## src/rtl/pd_rx_dec_5b4b.sv

```systemverilog
// PD receive 5b4b decoder: ordered-set hunt, symbol deserialise, nibble pairing.
// Emits one-cycle pulses for SOP/byte/EOP/error, registered one clk after the bit.
module pd_rx_dec_5b4b #(
  parameter int MAX_BYTES = 64,
  parameter int CNT_W     = 7
) (
  input  logic       clk,
  input  logic       rst,
  input  logic       rx_en,
  input  logic       bit_in,
  input  logic       bit_vld,
  output logic       sop_vld,
  output logic [2:0] sop_type,
  output logic [7:0] rx_data,
  output logic       rx_vld,
  output logic       eop,
  output logic       err,
  output logic [1:0] err_code,
  output logic       busy
);

  localparam logic [4:0] K_S1  = 5'b11000;
  localparam logic [4:0] K_S2  = 5'b10001;
  localparam logic [4:0] K_S3  = 5'b00110;
  localparam logic [4:0] K_R1  = 5'b00111;
  localparam logic [4:0] K_R2  = 5'b11001;
  localparam logic [4:0] K_EOP = 5'b01101;

  typedef enum logic {HUNT = 1'b0, DATA = 1'b1} state_t;

  state_t             state, state_n;
  logic [19:0]        sr, sr_n, sr_sh;
  logic [4:0]         hcnt, hcnt_n;
  logic [2:0]         bcnt, bcnt_n;
  logic               odd, odd_n;
  logic [3:0]         lo, lo_n;
  logic [CNT_W-1:0]   bytes, bytes_n;
  logic               sop_vld_n, rx_vld_n, eop_n, err_n;
  logic [2:0]         sop_type_n, kind;
  logic [7:0]         rx_data_n;
  logic [1:0]         err_code_n;
  logic [4:0]         k1, k2, k3, k4, sym;
  logic               dv;
  logic [3:0]         nib;

  assign sr_sh = {bit_in, sr[19:1]};
  assign k1    = sr_sh[4:0];
  assign k2    = sr_sh[9:5];
  assign k3    = sr_sh[14:10];
  assign k4    = sr_sh[19:15];
  assign sym   = sr_sh[19:15];
  assign busy  = (state == DATA);

  always_comb begin
    kind = 3'd0;
    if (k1 == K_S1 && k2 == K_S1 && k3 == K_S1 && k4 == K_S2) kind = 3'd1;
    if (k1 == K_S1 && k2 == K_S1 && k3 == K_S3 && k4 == K_S3) kind = 3'd2;
    if (k1 == K_S1 && k2 == K_S3 && k3 == K_S1 && k4 == K_S3) kind = 3'd3;
    if (k1 == K_R1 && k2 == K_R1 && k3 == K_R1 && k4 == K_R2) kind = 3'd4;
    if (k1 == K_R1 && k2 == K_S1 && k3 == K_R1 && k4 == K_S3) kind = 3'd5;
  end

  always_comb begin
    dv  = 1'b1;
    nib = 4'h0;
    case (sym)
      5'b11110: nib = 4'h0;
      5'b01001: nib = 4'h1;
      5'b10100: nib = 4'h2;
      5'b10101: nib = 4'h3;
      5'b01010: nib = 4'h4;
      5'b01011: nib = 4'h5;
      5'b01110: nib = 4'h6;
      5'b01111: nib = 4'h7;
      5'b10010: nib = 4'h8;
      5'b10011: nib = 4'h9;
      5'b10110: nib = 4'hA;
      5'b10111: nib = 4'hB;
      5'b11010: nib = 4'hC;
      5'b11011: nib = 4'hD;
      5'b11100: nib = 4'hE;
      5'b11101: nib = 4'hF;
      default:  dv  = 1'b0;
    endcase
  end

  always_comb begin
    state_n    = state;
    sr_n       = sr;
    hcnt_n     = hcnt;
    bcnt_n     = bcnt;
    odd_n      = odd;
    lo_n       = lo;
    bytes_n    = bytes;
    sop_vld_n  = 1'b0;
    sop_type_n = sop_type;
    rx_vld_n   = 1'b0;
    rx_data_n  = rx_data;
    eop_n      = 1'b0;
    err_n      = 1'b0;
    err_code_n = err_code;
    if (!rx_en) begin
      state_n = HUNT;
      sr_n    = '0;
      hcnt_n  = '0;
      bcnt_n  = '0;
      odd_n   = 1'b0;
      bytes_n = '0;
    end else if (bit_vld) begin
      sr_n = sr_sh;
      unique case (state)
        HUNT: begin
          hcnt_n = (hcnt == 5'd19) ? hcnt : hcnt + 5'd1;
          if (hcnt == 5'd19 && kind != 3'd0) begin
            sop_vld_n  = 1'b1;
            sop_type_n = kind;
            sr_n       = '0;
            hcnt_n     = '0;
            bcnt_n     = '0;
            odd_n      = 1'b0;
            bytes_n    = '0;
            if (kind <= 3'd3) state_n = DATA;
          end
        end
        DATA: begin
          bcnt_n = bcnt + 3'd1;
          if (bcnt == 3'd4) begin
            bcnt_n  = '0;
            state_n = HUNT;
            if (dv && !odd) begin
              state_n = DATA;
              lo_n    = nib;
              odd_n   = 1'b1;
            end else if (dv && bytes == CNT_W'(MAX_BYTES)) begin
              err_n      = 1'b1;
              err_code_n = 2'd3;
            end else if (dv) begin
              state_n   = DATA;
              odd_n     = 1'b0;
              rx_vld_n  = 1'b1;
              rx_data_n = {nib, lo};
              bytes_n   = bytes + CNT_W'(1);
            end else if (sym == K_EOP && !odd) begin
              eop_n = 1'b1;
            end else begin
              err_n      = 1'b1;
              err_code_n = (sym == K_EOP) ? 2'd2 : 2'd1;
            end
            // every exit to HUNT needs a fresh 20-bit window
            if (state_n == HUNT) begin
              sr_n   = '0;
              hcnt_n = '0;
            end
          end
        end
      endcase
    end
  end

  always_ff @(posedge clk) begin
    if (rst) begin
      state    <= HUNT;
      sr       <= '0;
      hcnt     <= '0;
      bcnt     <= '0;
      odd      <= 1'b0;
      lo       <= '0;
      bytes    <= '0;
      sop_vld  <= 1'b0;
      sop_type <= '0;
      rx_vld   <= 1'b0;
      rx_data  <= '0;
      eop      <= 1'b0;
      err      <= 1'b0;
      err_code <= '0;
    end else begin
      state    <= state_n;
      sr       <= sr_n;
      hcnt     <= hcnt_n;
      bcnt     <= bcnt_n;
      odd      <= odd_n;
      lo       <= lo_n;
      bytes    <= bytes_n;
      sop_vld  <= sop_vld_n;
      sop_type <= sop_type_n;
      rx_vld   <= rx_vld_n;
      rx_data  <= rx_data_n;
      eop      <= eop_n;
      err      <= err_n;
      err_code <= err_code_n;
    end
  end

endmodule

```

## config.mk

```make
export PLATFORM = sky130hd
export DESIGN_NAME = pd_rx_dec_5b4b
export DESIGN_NICKNAME = d
export VERILOG_FILES = /design/src/rtl/pd_rx_dec_5b4b.sv
export SDC_FILE = /design/constraint.sdc
export NUM_CORES = 1
export LEC_CHECK = 0
export CELL_PAD_IN_SITES_DETAIL_PLACEMENT = 0
export CELL_PAD_IN_SITES_GLOBAL_PLACEMENT = 1
export CORE_MARGIN = 2
export CORE_UTILIZATION = 43
export CTS_CLUSTER_DIAMETER = 120
export CTS_CLUSTER_SIZE = 16
export DETAILED_ROUTE_END_ITERATION = 12
export PLACE_DENSITY_LB_ADDON = 0.1
export REMOVE_ABC_BUFFERS = 1
export SLEW_MARGIN = 0
export SYNTH_ARGS = -nofsm -noshare
export SYNTH_HDL_FRONTEND = slang
export SYNTH_SLANG_ARGS = --single-unit
```

## constraint.sdc

```tcl
create_clock -name clk -period 2.8 [get_ports clk]
set_input_delay 0.56 -clock clk [delete_from_list [all_inputs] [get_ports clk]]
set_output_delay 0.56 -clock clk [all_outputs]
set_load 0.1 [all_outputs]
```

# [Yosys cells after proc, flatten, opt, wreduce, memory -nomap -nowiden]
# Index checks and enable logic that the tools add are counted.
[word_totals] input_bits=5 regBits=58 word_cells=150 output_inout_bits=18
[classes] n_addsub=3 n_reduce_logical=33 magnitude_cmp=1 muxes=51 n_eq_ne=42 bitwise_logic=6
[ops] cell="$eq A5 B5 Y1 const B" count=17
[ops] cell="$mux W20" count=3
[ops] cell="$pmux W4 S15" count=1
[ops] cell="$pmux W20 S2" count=1
[ops] cell="$mux W7" count=5
[ops] cell="$eq A5 B3 Y1 const B" count=6
[ops] cell="$eq A5 B4 Y1 const B" count=6
[ops] cell="$mux W1" count=22
[ops] cell="$mux W5" count=4
[ops] cell="$logic_and A1 B1 Y1" count=18
[ops] cell="$reduce_or A16 Y1" count=1
[ops] cell="$mux W3" count=5
[ops] cell="$pmux W7 S2" count=1
[ops] cell="$reduce_and A7 Y1" count=2
[ops] cell="$mux W2" count=5
[ops] cell="$ne A2 B2 Y1 const B" count=5
[ops] cell="$pmux W5 S2" count=1
[ops] cell="$reduce_and A5 Y1" count=2
[ops] cell="$reduce_and A4 Y1" count=2
[ops] cell="$reduce_or A8 Y1" count=1
[ops] cell="$add A7 B1 Y7 const B" count=1
[ops] cell="$eq A7 B7 Y1 const B" count=1
[ops] cell="$ne A2 B1 Y1 const B" count=3
[ops] cell="$ne A3 B3 Y1 const B" count=2
[ops] cell="other kinds (15)" count=21

# [Logic depth before layout (Yosys ltp)]
[depth] ltp_word=13 ltp_mapped=9 depth_no_buf=8

# [Worst setup path before layout]
# No wires, ideal clock.
[synth_path] path_type="input to register" startpoint="input port bit_in" endpoint="register sr[17]" required_ns=2.683 arrival_time_ns=2.230 path_slack_ns=0.454 setup_time_ns=0.117 cell_stages=8 n_path_buf=2 path_cell_list="or4b_1 -> nor4_1 -> o21a_2 -> nor3_2 -> o2111a_1 -> buf_6 -> buf_8 -> a22o_1"
[synth_between] elab_chain_cells=13 word_cells_on_any_way=46 cone_classes="eq/ne (19); mux (17); reduce/logical (10)"
[synth_lines] item="from (decl)" line="10" text="input logic bit_in,"
[synth_lines] item="$eq A5 B5 Y1 or $eq A5 B4 Y1 (tied branches)" line="66" text="case (sym)"
[synth_lines] item="$reduce_or A16 Y1 (no source line)"
[synth_lines] item="$mux W1" line="66"
[synth_lines] item="$mux W1 or $logic_and A1 B1 Y1 (tied branches)" line="137, 134"
[synth_lines] item="$mux W1" line="134" text="end else if (dv && bytes == CNT_W'(MAX_BYTES)) begin"
[synth_lines] item="$mux W1" line="130" text="if (dv && !odd) begin"
[synth_lines] item="$mux W1" line="127" text="if (bcnt == 3'd4) begin"
[synth_lines] item="$mux W1" line="111" text="unique case (state)"
[synth_lines] item="$mux W1" line="109" text="end else if (bit_vld) begin"
[synth_lines] item="$mux W1" line="102" text="if (!rx_en) begin"
[synth_lines] item="$mux W20" line="150" text="if (state_n == HUNT) begin"
[synth_lines] item="$mux W20" line="127"
[synth_lines] item="$pmux W20 S2 *" line="111"
[synth_lines] item="to (signal assigned)" line="178" text="sr <= sr_n;"
[synth_lines] item="to (decl)" line="32" text="logic [19:0] sr, sr_n, sr_sh;"
# Every way passes the cells marked *; elsewhere a longest branch is shown, timed or not. The select of a mux whose other input is x is not followed.
# A chain may end at the register's enable or synchronous reset.

# [Worst setup path after layout]
[layout_path] startpoint="input port bit_in" endpoint="register sr[16]"
# Same word-level chain as after synthesis.

==> flow_summary.json <==
{
  "io_buffers": 22,
  "cp-start-kind": "input port",
  "num_antenna_cells": 0,
  "drtPass1Iterations": 4,
  "grt_pass1_wl_um": 10100,
  "worstSetupEndpointType": "register",
  "synth-seq-cells": 57,
  "wl_per_cell_um": 14.2,
  "cts_inserted_buffers": 9,
  "drive_gt1_share_pct": 17.5,
  "internal_power_mw": 1.45,
  "cts_hold_buf": 0,
  "clock-sinks": 57,
  "placed_cell_area_um2": 3020,
  "ys_warn_count": 0,
  "regArea_um2": 1140,
  "p_seq_share_pct": 44.9,
  "core_area_um2": 5960,
  "synth_seq_area_share_pct": 42.6,
  "arrival_ns": 2.63,
  "io_pins": 23,
  "total_power_mw": 1.81,
  "netlist_instances": 307,
  "final_util_pct": 54.7,
  "period_share_pct": 86.0,
  "grt_pass1_vias": 2188,
  "finalInstanceArea_um2": 3260,
  "worst-setup-path-type": "input port to register",
  "hold_viol": 0,
  "nets": 353,
  "num-fill-cells": 586,
  "slew_violations": 0,
  "pwr-share-comb_pct": 3.3,
  "cts_resized": 0,
  "avgSynthCellArea_um2": 8.72,
  "placementRows": 28,
  "multi_input_area_um2": 1420,
  "finalSetupViolCount": 0,
  "synth_edf_count": 0,
  "timing.fmax_mhz": 415,
  "tightest_slew_ns": 0.466,
  "relSlewSlack_pct": 68.7,
  "required_ns": 3.02,
  "p_sw_share_pct": 20.3,
  "drtIter0Drc": 68,
  "chipHeight_um": 82.9,
  "fin_skew_ns": 0.00486,
  "grt.overflow.total": 0,
  "dp_hpwl_um": 4180,
  "antenna_found_initial": 0,
  "floorplan.initialDensity_pct": 44.9,
  "switchingPower_mw": 0.368,
  "ir_drop_uv": 344,
  "syn2layout_area_growth_pct": 21.8,
  "clkTransAtPathRegs_ns": 0.06,
  "min_period_ns": 2.41,
  "power.density_nw_per_um2": 556,
  "cts_setup_buffers": 0,
  "ctsLongestPathBuffers": 2,
  "place_congestion": 0.777,
  "status": "finished clean",
  "tns_ns": 0,
  "cts_root_buffer": "clkbuf_8",
  "hold_path.class": "register to register",
  "via_per_inst": 5.58,
  "drtAntennaViolNets": 0,
  "vias": 2361,
  "rsz0062_at_grt": "false",
  "die_w_um": 82.9,
  "synthFlopType": "dfxtp_1",
  "pwr-share-clk_pct": 51.8,
  "leakage_nw": 1.30,
  "synthArstFlopShare_pct": 0,
  "critical_path.max_fanout": 19,
  "yosysUniqueCellTypes": 52,
  "whs_ns": 0.464,
  "grt_use_total_pct": 17.8,
  "final_common_cell": "dfxtp_1",
  "grt_max_degree": 21,
  "final_cell_mix": "57 x dfxtp_1, 39 x nor2_1, 35 x buf_4, 23 x nand2_1, 20 x a22o_1",
  "cts_tree": "built",
  "routed_wl_um": 6020,
  "clk-insertion-delay-late_ns": 0.33,
  "dieArea_um2": 6870,
  "drv_cap": 0,
  "cts_max_level": 3,
  "drcViolationCount": 0,
  "syn-cell-area_um2": 2680
}
[worst max-delay path, cell delays in order]
cell	delay, ns
clkdlybuf4s50_1	0.44
or4b_1	0.50
nor4_1	0.23
o21a_2	0.20
nor3_2	0.05
o2111a_1	0.26
buf_12	0.16
a22o_1	0.23
[registers in the layout, indices dropped and copies added (netlist names), 2 cells and up]
signal and cells:
sr 19, rx_data 8, bytes 7, hcnt 5, lo 4, bcnt 3, sop_type 3, err_code 2
[kinds of logic (layout without fill, tap and decap cells)]
family,Yosys count,in the layout,share of synthesized area (%)
buf+inv,25,66,4.21
mux,11,11,4.16
flops,57,57,42.6
xor+xnor,3,3,0.982
fa+ha+maj,5,5,2.34
compound gates,79,79,20.9
simple gates,127,127,24.8
[power by group through the flow]
stage	combinational, mW	clock [mW]	sequential, mW
finish	0.0601	0.940	0.814
global placement	0.0604	0	0.832
floorplan	0.0228	0	0.833
global route	0.0660	0.988	0.814
CTS	0.0606	0.961	0.814
detailed placement	0.0601	0	0.832
[stage by stage]
stage | setup slack (ns) | std cells
4_1_cts | 0.397 | 423
6_report | 0.391 | 423
3_3_place_gp | 0.0416 | 407
2_1_floorplan | 0.0296 | 292
5_1_grt | 0.320 | 423
3_5_place_dp | 0.0403 | 407
[worst paths after layout]
check                           slack [ns]                     start                       end  depth (start not counted)
worst max register to register        0.49       sr[17]$_SDFFE_PP0P_       sr[16]$_SDFFE_PP0P_                          7
worst min register to register        0.46  sop_type[1]$_SDFFE_PP0P_  sop_type[1]$_SDFFE_PP0P_                          2
worst max-delay path                  0.39                    bit_in       sr[16]$_SDFFE_PP0P_                          8
worst min-delay path                  0.46  sop_type[1]$_SDFFE_PP0P_  sop_type[1]$_SDFFE_PP0P_                          2
[synth_stat cells, types with 3 or more instances]
library cell | instances | area share (%)
a31oi_1 | 8 | 1.9
and3_1 | 5 | 1.2
clkbuf_1 | 12 | 1.7
a21oi_1 | 15 | 2.8
nand2_1 | 23 | 3.2
nor2b_1 | 3 | 0.70
ha_1 | 5 | 2.3
dfxtp_1 | 57 | 43
a22o_1 | 20 | 6.5
nand4_1 | 4 | 0.93
mux2i_1 | 10 | 3.7
or3_1 | 3 | 0.70
nor3_1 | 7 | 1.3
o21ai_0 | 12 | 2.2
and2_1 | 5 | 1.2
nor2_1 | 39 | 5.5
nand3_1 | 18 | 3.4
nor4_1 | 3 | 0.70
inv_1 | 10 | 1.4
a211oi_1 | 6 | 1.7
o31ai_1 | 4 | 1.1
[final cells by class]
class,count,area share [%]
Timing Repair Buffer,40,9.90
Sequential cell,57,35.0
Inverter,10,1.15
Clock buffer,10,4.22
Tap cell,75,2.88
Multi-Input combinational cell,225,43.6
Clock inverter,6,3.22
[per-layer routing]
layer | track usage, % | vias up | wire length [µm]
met5 | 0 | - | 0
li1 | - | 1209 | -
met4 | 6.26 | 0 | 91
met1 | 22.3 | 1106 | 3020
met3 | 5.17 | 10 | 159
met2 | 29.1 | 36 | 2750
Note: power is estimated with default switching activity, not from simulation.
==> edit 1 (same flow settings) <==
Change the parameter `CNT_W` from 7 to 14.
--- a/src/rtl/pd_rx_dec_5b4b.sv
+++ b/src/rtl/pd_rx_dec_5b4b.sv
@@ -2,7 +2,7 @@
 // Emits one-cycle pulses for SOP/byte/EOP/error, registered one clk after the bit.
 module pd_rx_dec_5b4b #(
   parameter int MAX_BYTES = 64,
-  parameter int CNT_W     = 7
+  parameter int CNT_W     = 14
 ) (
   input  logic       clk,
   input  logic       rst,
Function: same outputs for any inputs over 4 cycles, from zero or initial values and one cycle with rst high; that may be too few to reach the edited logic, so the function may still have changed.
==> edit 1 against the unedited design <==
Register-to-register slack got worse by 180 ps. Sequential share of layout area fell by 3.7 points. Via count rose by 31%. Sequential cell count rose by 7. Final area rose by 25%. Synthesized area rose by 26%. Largest power group is now registers. Wire length rose by 36%. Total power fell by 1.8%. Worst setup slack got worse by 290 ps. Largest cell class unchanged. Clock power fell by 14%.
==> edit 1: results (changes against the unedited design) <==
Outcome
  • Status: finished clean (unchanged)

Power
  • VDD IR max: 0.000190 V (was 0.000344 V)
  • Leak pwr: 0.00142 uW (was 0.00130 uW)

Final layout
  • Largest regs: sr x19, bytes x14, rx_data x8 (was sr x19, rx_data x8, bytes x7)
  • Antenna Cells: 0 (unchanged)
  • Layout cells sized above 1: 17.1% (was 17.5%)
  • NumNets Final: 461 (was 353)
  • Fillers: 757 (was 586)

Yosys
  • Post-synthesis sequential area ratio: 37.9% (was 42.6%)
  • Commonest cells in the netlist: 64 x dfxtp_1, 36 x nand2_1, 31 x a21oi_1, 31 x nor2_1, 31 x o211ai_1 (was 57 x dfxtp_1, 39 x nor2_1, 23 x nand2_1)
  • Largest cells by area after synthesis: dfxtp_1 38%, o211ai_1 6.9%, a21oi_1 4.6% (was dfxtp_1 43%, a22o_1 6.5%, nor2_1 5.5%)
  • Synth cell types: 54 (was 52)

Global route
  • Largest net degree at the start of global routing: 39 (was 21)
  • Vias in the first global route: 2,894 (was 2,188)
  • Gr usage total: 20.3% (was 17.8%)
  • First-pass GRT wire length: 14,200 um (was 10,100 um)

Placement
  • # port buffers: 22 (unchanged)
  • Hpwl dp: 5590 um (was 4180 um)
  • Routability cong.: 0.829 (was 0.777)

Timing
  • Worst-Margin Slew: 865 ps (was 466 ps)
  • Final Skew: 14.2 ps (was 4.86 ps)

CTS
  • H-tree levels: 3 (unchanged)
  • Latest clock arrival within the worst-skew pair: 350 ps (was 330 ps)
  • CTS buffer count: 9 (unchanged)

Route
  • 1st-iter DRT viols: 136 (was 68)
  • Avg Vias per Cell: 5.54 (was 5.58)
  • Total wire length: 8160 um (was 6020 um)

Worst setup path
  • Slowest stage delay, CP: 560 ps (was 500 ps)
  • CP max FO: 6 (was 19)
  • Crit path DAT: 2940 ps (was 2630 ps)
  • CP max stage cell: or4b_1 (unchanged)
==> edit 1: cell count changes after synthesis, sizes merged, moves of 5 or more <==
cell / unedited run / this run
o211ai: 1 / 31
a21oi: 15 / 32
nand2b: 2 / 21
a22o: 20 / 0
dfxtp: 57 / 64
nor4: 4 / 12
o21ai: 12 / 22
clkbuf: 12 / 22
nand2: 23 / 36
nor2: 39 / 31
nand4: 4 / 14
nand3: 18 / 13
==> edit 1: what timing repair did <==
action,4_1_cts,5_1_grt
hold endpoints to repair,0,0
endpoints found under the setup margin,0,37
hold buffers,0,0
resized for setup,0,1
==> edit 1: path summary, 6_finish.rpt <==
| path | start | endpoint | slack (ps) | cells past startpoint |
|---|---|---|---|---|
| worst min register to register | hcnt[4] | hcnt[4] | 470 | 1 |
| worst min-delay path | hcnt[4] | hcnt[4] | 470 | 1 |
| worst max register to register | sr[16] | bcnt[1] | 310 | 6 |
| worst max-delay path | bit_in | bcnt[1] | 100 | 7 |
==> edit 1: power breakdown <==
group | leakage (uW) | internal, uW | switching, uW | total, uW
Sequential | 0.000515 | 911 | 1.26 | 912
Combinational | 0.000804 | 23.3 | 40.7 | 64.0
Clock | 0.0000968 | 416 | 390 | 806
==> edit 1: cell type report <==
class | count | area share (%)
multi-input cells | 308 | 47.8
flip-flops and latches | 64 | 31.3
repair buffers | 57 | 11.9
clock buffers | 10 | 3.12
well taps | 102 | 3.12
clock inverters | 6 | 1.68
inverters | 11 | 1.01
==> edit 1: worst max-delay path, delay by kind of cell <==
family / cells / cell delay (ps)
simple gates: 3 / 1270
compound gates: 3 / 670
buf+inv: 1 / 440
==> edit 1: layer usage <==
| layer | routed length, um | vias up | track usage, % | part of all wire (%) |
|---|---|---|---|---|
| met2 | 3700 | 32 | 30.4 | 45 |
| li1 | - | 1604 | - | - |
| met4 | 87 | 0 | 7.72 | 1.1 |
| met5 | 0 | - | 0 | 0 |
| met3 | 204 | 8 | 3.09 | 2.5 |
| met1 | 4170 | 1446 | 29.5 | 51 |
==> edit 1: cells by family (layout without fill, tap and decap cells) <==
group	after synthesis	in the layout	share of synthesized area [%]
AO/OA/AOI/OAI	110	110	21.9
XOR/XNOR	3	3	0.778
adder cells (fa/ha/maj)	5	5	1.85
buffers and inverters	36	84	4.30
flip-flops	64	64	37.9
multiplexers	14	14	4.15
AND/OR/NAND/NOR	176	176	29.1
==> edit 1: through the flow <==
stage	std cells	area (sq um)	setup TNS [ps]	utilization, %	worst slack [ps]
after detailed placement	542	3890	-7710	50.6	-221
after CTS	558	4090	0	53.1	135
after global placement	542	3890	-6200	50.6	-192
final	558	4090	0	53.2	96.5
after floorplan	383	3270	-13510	-	-710
after global routing	558	4090	0	53.2	17.9
==> edit 2 (same flow settings) <==
Without the edit above. `bytes` no longer has a reset.
--- a/src/rtl/pd_rx_dec_5b4b.sv
+++ b/src/rtl/pd_rx_dec_5b4b.sv
@@ -165,7 +165,6 @@
       bcnt     <= '0;
       odd      <= 1'b0;
       lo       <= '0;
-      bytes    <= '0;
       sop_vld  <= 1'b0;
       sop_type <= '0;
       rx_vld   <= 1'b0;
@@ -180,7 +179,6 @@
       bcnt     <= bcnt_n;
       odd      <= odd_n;
       lo       <= lo_n;
-      bytes    <= bytes_n;
       sop_vld  <= sop_vld_n;
       sop_type <= sop_type_n;
       rx_vld   <= rx_vld_n;
@@ -191,5 +189,9 @@
     end
   end
 
+  always_ff @(posedge clk) begin
+    bytes <= bytes_n;
+  end
+
 endmodule
 
Function: same outputs for any inputs over 10 cycles, from zero or initial values and one cycle with rst high; that may be too few to reach the edited logic, so the function may still have changed.
==> edit 2 against the unedited design <==
Sequential power about the same. Worst setup slack worse by 42 ps. Sequential cell count is the same. Synthesized area rose by 0.51%. Utilization grew 0.22 points. Fmax fell by 1.7%. Largest cell class unchanged. Wire length shrank 0.50%. Clock power shrank 6.1%. Final area is 1.0% higher. Critical path depth unchanged. Count of clock-buffer cells in the layout increased by 3. Cell count down 0.95%. Total power fell by 3.2%.
==> edit 2: results (changes against the unedited design) <==
Outcome
  • Status: finished clean (unchanged)

Yosys
  • Syn_area_per_cell: 8.91 sq um (was 8.72 sq um)
  • Synth Area in XOR/XNOR: 0.977% (was 0.982%)
  • Post-synthesis sequential area ratio: 42.4% (was 42.6%)
  • Largest cells by area after synthesis: dfxtp_1 42%, a22o_1 6.5%, nand2_1 3.8% (was dfxtp_1 43%, a22o_1 6.5%, nor2_1 5.5%)

Final layout
  • FFs & Latches: 57 (unchanged)
  • Area of the multi-input gates: 0.00143 sq mm (was 0.00142 sq mm)
  • Logic inverters: 11 (was 10)
  • Clk tree area frac: 6.95% (was 7.44%)
  • Fillers: 552 (was 586)
  • Layout cells sized above 1: 17.7% (was 17.5%)
  • NumNets Final: 350 (was 353)
  • Multi-input gates: 218 (was 225)
  • Layout area overhead: 22.4% (was 21.8%)

Placement
  • DP Area: 0.00306 sq mm (was 0.00302 sq mm)
  • Post-placement cell count: 404 (was 407)
  • Hpwl dp: 4230 um (was 4180 um)

Hold path
  • Hold Path Sink: rx_data[0] (was sop_type[1])
  • HP Start: rx_data[0] (was sop_type[1])

Worst setup path
  • Crit path to: sr[5] (was sr[16])
  • RR Endpoint: hcnt[3] (was sr[16])
  • Crit path DAT: 2680 ps (was 2630 ps)

Timing
  • Final Skew: 6.75 ps (was 4.86 ps)
  • Fin crit period: 2450 ps (was 2410 ps)

Route
  • 1st-iter DRT viols: 130 (was 68)
==> edit 2: cell count changes in the layout (fill, tap and decap cells not counted), moves of 4 or more <==
cell / unedited run / this run
nand2_1: 23 / 27
nand3_1: 18 / 12
nor2_1: 39 / 22
o21ai_0: 12 / 8
o21ai_1: 0 / 4
==> edit 2: tightest hold or removal path, delay by kind of cell, from the launching register on <==
family | cells | cell delay, ps
compound gates | 1 | 50
flops | 1 | 310
simple gates | 1 | 50
==> edit 2: metal layers <==
layer / vias up / wire, um / track usage, %
met1: 1083 / 3110 / 25.6
li1: 1206 / - / -
met4: 0 / 119 / 8.49
met2: 38 / 2600 / 27.3
met3: 10 / 165 / 3.28
met5: - / 0 / 0
==> edit 2: report_power, final <==
group / total [uW] / leakage [uW] / switching, uW / internal (uW)
Combinational: 57.9 / 0.000715 / 35.7 / 22.2
Clock: 883 / 0.000116 / 314 / 570
Sequential: 814 / 0.000459 / 1.82 / 812
Total: 1760 / 0.00129 / 351 / 1400
